<file path="src/rtl/bk_pipelined_subtractor.sv">
// Three-stage pipelined subtractor: A - B = A + ~B + 1 with carries resolved by a Brent-Kung tree.
// Up-sweep and down-sweep live in separate stages; one global enable freezes the pipe on stall.
module bk_pipelined_subtractor #(
    parameter int unsigned WIDTH = 16
) (
    input  logic             clk,
    input  logic             rst,
    input  logic [WIDTH-1:0] A,
    input  logic [WIDTH-1:0] B,
    input  logic             in_valid,
    output logic             in_ready,
    output logic [WIDTH-1:0] DIFF,
    output logic             BORROW,
    output logic             OVF,
    output logic             out_valid,
    input  logic             out_ready
);

    localparam int unsigned LEVELS = $clog2(WIDTH);

    if ((WIDTH < 4) || (WIDTH > 64) || ((WIDTH & (WIDTH - 1)) != 0)) begin : g_width_check
        $error("bk_pipelined_subtractor: WIDTH must be a power of 2 in 4..64");
    end

    // Stage registers
    logic             r_s1_valid;
    logic [WIDTH-1:0] r_s1_g;
    logic [WIDTH-1:0] r_s1_p;
    logic             r_s2_valid;
    logic [WIDTH-1:0] r_s2_g;
    logic [WIDTH-1:0] r_s2_p;
    logic [WIDTH-1:0] r_s2_sum_p;
    logic             r_s3_valid;
    logic [WIDTH-1:0] r_diff;
    logic             r_borrow;
    logic             r_ovf;

    // Combinational nets
    logic             w_stall;
    logic             w_adv;
    logic [WIDTH-1:0] w_g;
    logic [WIDTH-1:0] w_p;
    logic [WIDTH-1:0] w_s1_g;
    logic [WIDTH-1:0] w_up_g;
    logic [WIDTH-1:0] w_up_p;
    logic [WIDTH:0]   w_c;
    logic [WIDTH-1:0] w_diff;
    logic             w_borrow;
    logic             w_ovf;

    assign w_stall  = r_s3_valid & ~out_ready;
    assign w_adv    = ~w_stall;
    assign in_ready = w_adv;

    assign w_g = A & ~B;
    assign w_p = A ^ ~B;
    // Fold the constant carry-in into bit 0 so every prefix G is directly a carry.
    assign w_s1_g = {w_g[WIDTH-1:1], w_g[0] | w_p[0]};

    always_ff @(posedge clk or posedge rst) begin
        if (rst) begin
            r_s1_valid <= 1'b0;
            r_s1_g     <= '0;
            r_s1_p     <= '0;
        end else if (w_adv) begin
            r_s1_valid <= in_valid;
            r_s1_g     <= w_s1_g;
            r_s1_p     <= w_p;
        end
    end

    // Up-sweep: node i combines with i-2^l whenever i+1 is a multiple of 2^(l+1).
    always_comb begin
        logic [WIDTH-1:0] v_g;
        logic [WIDTH-1:0] v_p;
        v_g = r_s1_g;
        v_p = r_s1_p;
        for (int l = 0; l < int'(LEVELS); l++) begin
            for (int i = 0; i < int'(WIDTH); i++) begin
                if (((i + 1) % (2 ** (l + 1))) == 0) begin
                    v_g[i] = v_g[i] | (v_p[i] & v_g[i - (2 ** l)]);
                    v_p[i] = v_p[i] & v_p[i - (2 ** l)];
                end
            end
        end
        w_up_g = v_g;
        w_up_p = v_p;
    end

    always_ff @(posedge clk or posedge rst) begin
        if (rst) begin
            r_s2_valid <= 1'b0;
            r_s2_g     <= '0;
            r_s2_p     <= '0;
            r_s2_sum_p <= '0;
        end else if (w_adv) begin
            r_s2_valid <= r_s1_valid;
            r_s2_g     <= w_up_g;
            r_s2_p     <= w_up_p;
            r_s2_sum_p <= r_s1_p;
        end
    end

    // Down-sweep fills the remaining prefixes; afterwards node i holds G[i:0] = c[i+1].
    always_comb begin
        logic [WIDTH-1:0] v_g;
        logic [WIDTH-1:0] v_p;
        v_g = r_s2_g;
        v_p = r_s2_p;
        for (int l = int'(LEVELS) - 2; l >= 0; l--) begin
            for (int i = 0; i < int'(WIDTH); i++) begin
                if ((((i + 1) % (2 ** (l + 1))) == (2 ** l)) && (i >= (2 ** (l + 1)))) begin
                    v_g[i] = v_g[i] | (v_p[i] & v_g[i - (2 ** l)]);
                    v_p[i] = v_p[i] & v_p[i - (2 ** l)];
                end
            end
        end
        w_c = {v_g, 1'b1};
    end

    assign w_diff   = r_s2_sum_p ^ w_c[WIDTH-1:0];
    assign w_borrow = ~w_c[WIDTH];
    assign w_ovf    = w_c[WIDTH] ^ w_c[WIDTH-1];

    always_ff @(posedge clk or posedge rst) begin
        if (rst) begin
            r_s3_valid <= 1'b0;
            r_diff     <= '0;
            r_borrow   <= 1'b0;
            r_ovf      <= 1'b0;
        end else if (w_adv) begin
            r_s3_valid <= r_s2_valid;
            r_diff     <= w_diff;
            r_borrow   <= w_borrow;
            r_ovf      <= w_ovf;
        end
    end

    assign out_valid = r_s3_valid;
    assign DIFF      = r_diff;
    assign BORROW    = r_borrow;
    assign OVF       = r_ovf;

endmodule

</file>
<file path="config.mk">
export PLATFORM = sky130hd
export DESIGN_NAME = bk_pipelined_subtractor
export DESIGN_NICKNAME = d
export VERILOG_FILES = /design/src/rtl/bk_pipelined_subtractor.sv
export SDC_FILE = /design/constraint.sdc
export NUM_CORES = 1
export LEC_CHECK = 0
export ABC_AREA = 1
export BUFFER_PORTS_ARGS = -buffer_cell sky130_fd_sc_hd__buf_2
export CELL_PAD_IN_SITES_DETAIL_PLACEMENT = 0
export CELL_PAD_IN_SITES_GLOBAL_PLACEMENT = 2
export CORE_AREA = 2 2 117 119
export CTS_CLUSTER_DIAMETER = 60
export DETAILED_ROUTE_END_ITERATION = 8
export DIE_AREA = 0 0 119 121
export PLACE_DENSITY = 0.83
export SLEW_MARGIN = 30
export SYNTH_ARGS = -nofsm -noshare
export SYNTH_HDL_FRONTEND = slang
export SYNTH_SLANG_ARGS = --single-unit
</file>
<file path="constraint.sdc">
create_clock -name clk -period 2.5 [get_ports clk]
set_input_delay 0.375 -clock clk [delete_from_list [all_inputs] [get_ports clk]]
set_output_delay 0.375 -clock clk [all_outputs]
set_load 0.1 [all_outputs]
</file>
==> results by group <==
Status
  • Status: completed

Clock network
  • Total CTS buffers: 9
  • Post-CTS setup buffer count: 0
  • CTS tree: done
  • # H-tree levels: 3
  • Clk pin slew, worst setup/hold paths: around 0.060 ns
  • Sink Count: 89
  • Clock Path Buffers: 2
  • # hold bufs at CTS: 0
  • Post-CTS sizing: 0
  • CTS root buf: clkbuf_16
  • Clock Latency Late Sink: 0.33 ns

Global route
  • Number of global-route vias before repair: roughly 2800
  • Global-route usage over all layers: 0.1089
  • Grt ovf: 0
  • Initial antenna violation count: 0
  • Largest net degree at the start of global routing: 91
  • Global-route wire length before repair: 12.71 mm

Timing
  • F_max: between 500 and 600 MHz
  • Max_slew headroom: 0.4917
  • Setup TNS: 0 ns
  • Final Max Slew Viols: 0
  • Final hold vios: 0
  • Final setup viols: 0
  • Final Critical Period: about 1.7 ns
  • RSZ-0062 raised after global routing: no
  • Worst-margin pin slew: roughly 0.76 ns
  • Tcrit/Tclk final: 0.6694
  • Clock Skews: 0.005843 ns

Critical path
  • Crit path kind: register to output pin
  • Reg-to-reg startpoint: r_s2_g[7]
  • CP endpoint kind: output pin
  • Worst setup path startpoint: out_valid
  • Worst path arrival time: ~1.3 ns
  • Worst-path maximum fanout: 3
  • Crit start category: register
  • Worst endpoint required time: 2.12 ns

Final layout
  • Commonest non-fill, non-tap cell in the layout: nand2_1
  • P&R area growth vs syn: 19.13%
  • Flip-flop and latch area: around 2200 um2
  • Most frequent cells in the layout: 182 x nand2_1, 89 x dfrtp_1, 55 x buf_2
  • Multi-input logic area: 1430 um2
  • Antenna diodes: 0
  • Layout Utilization: 0.3609
  • Final #Nets: ~560
  • Fraction of layout cells with a size suffix above 1: 0.1491
  • # fillers: 1362

Placed design
  • Port buffer count: 55
  • RePlAce Congestion: 0.7597
  • Post-DP HPWL: roughly 5 mm

Die
  • Core area: approximately 13000 um2
  • Initial Utilization: 0.3029
  • Die Area: 14400 um2
  • Num ports: 56
  • Number of core rows: 42
  • DIE HEIGHT: about 120 um
  • Die W: 119 um

Logic synthesis
  • Synth Area in Compound Gates: 0.07860
  • Xor/xnor share of the synthesized area: 0.01989
  • Synth cell types: 19
  • Simple-Gate Fraction of Synth Area: 0.1891
  • Main combinational cell family by area after synthesis: simple AND/OR/NAND/NOR gates
  • Cell count after synthesis: around 450
  • Mux share of post-synthesis cell area: 0
  • Synth warnings: 0
  • Net Count, Synth: about 500
  • #FFs+latches synth: between 80 and 90
  • Post-Syn Area per Cell: 8.848 um2
  • Post-Syn Area: between 3000 and 4000 um2
  • Seq/Total Area, Yosys: 0.5619
  • Synth Area in Adders: 0.07260

Route
  • DRC Markers: 0
  • Via density per instance: ~4.2
  • Avg WL per Cell: about 11 um
  • Post-Route WL: 7.329 mm
  • 1st-iter DRT viols: approximately 150
  • Via count: 2845
  • First drt pass iteration count: 4
  • Routed Antenna Nets: 0

Run
  • Max-cap violations: 0

Hold path
  • Hold/Removal Path Class: input pin to asynchronous set/reset pin

Power
  • Pwr Total: 6.047 mW
  • Worst vdd ir: approximately 440 uV
  • P_leak: 2.504 nW
  • Pwr dens: 1281 nW/um2
## flip-flops by register name, indices dropped and copies added (netlist names)
name and cells:
r_s2_sum_p 9, r_s1_valid 1, r_s1_p 16, BORROW 1, r_s2_valid 1, r_s1_g 16
r_s2_p 11, r_s2_g 16, DIFF 16, OVF 1, out_valid 1
## synth_stat cells, drive strengths merged
| master | number | share of area |
|---|---|---|
| clkbuf | 3 | 0.0032 |
| a21o | 1 | 0.0019 |
| nor2 | 14 | 0.013 |
| a21oi | 5 | 0.0063 |
| dfrtp | 89 | 0.56 |
| buf | 16 | 0.029 |
| o21ai | 52 | 0.066 |
| nand2 | 183 | 0.17 |
| nand3 | 1 | 0.0013 |
| inv | 48 | 0.046 |
| ha | 23 | 0.073 |
| xnor2 | 1 | 0.0022 |
| nor3 | 1 | 0.0013 |
| xor2 | 8 | 0.018 |
| a31oi | 3 | 0.0047 |
## metal layers
metal / global-route usage / wire length [um]
met1: 0.1348 / 3463
met2: 0.1879 / 3509
met3: 0.01974 / 251
met4: 0.04464 / 104
met5: 0 / 0
## final timing paths
check,endpoint,slack (ns),cells past startpoint
min in group clk,r_s1_valid,0.25,3
worst min register to register,out_valid,0.45,2
worst max-delay path,in_ready,0.83,2
worst max register to register,DIFF[15],1.06,7
worst min-delay path,DIFF[10],0.11,2
max in group asynchronous,r_s1_p[6],1.79,3
## critical path, cell delays in order (launching register included)
cell	delay, ns
dfrtp_1	0.39
nand2_2	0.13
buf_2	0.45
## power by group
| part | internal (mW) | switching [mW] | leakage, nW |
|---|---|---|---|
| combinational | 0.513 | 1.88 | 1.25 |
| clock | 0.905 | 0.532 | 0.153 |
| sequential | 1.93 | 0.285 | 1.10 |
## cell families after synthesis
group / Yosys count
xor+xnor: 9
simple gates: 199
fa+ha+maj: 23
flops: 89
buf+inv: 67
compound gates: 61
## metrics by stage
stage / instance area, um2 / cells / hold WS (ns) / worst slack (ns)
2_1_floorplan: 3968 / 448 / 0.4198 / 0.5340
3_3_place_gp: 4399 / 663 / 0.4301 / 0.9529
3_5_place_dp: 4399 / 663 / 0.4374 / 0.9050
4_1_cts: 4722 / 679 / 0.1309 / 0.8017
5_1_grt: 4722 / 679 / 0.1589 / 0.7805
6_report: 4722 / 679 / 0.1096 / 0.8264
## layout make-up
class | count | area share
clock buffers | 12 | 0.05220
clock inverters | 4 | 0.01616
inverters | 48 | 0.03948
multi-input cells | 292 | 0.3029
flip-flops and latches | 89 | 0.4716
well taps | 176 | 0.04663
repair buffers | 58 | 0.07101
(Power assumes the default switching activity.)
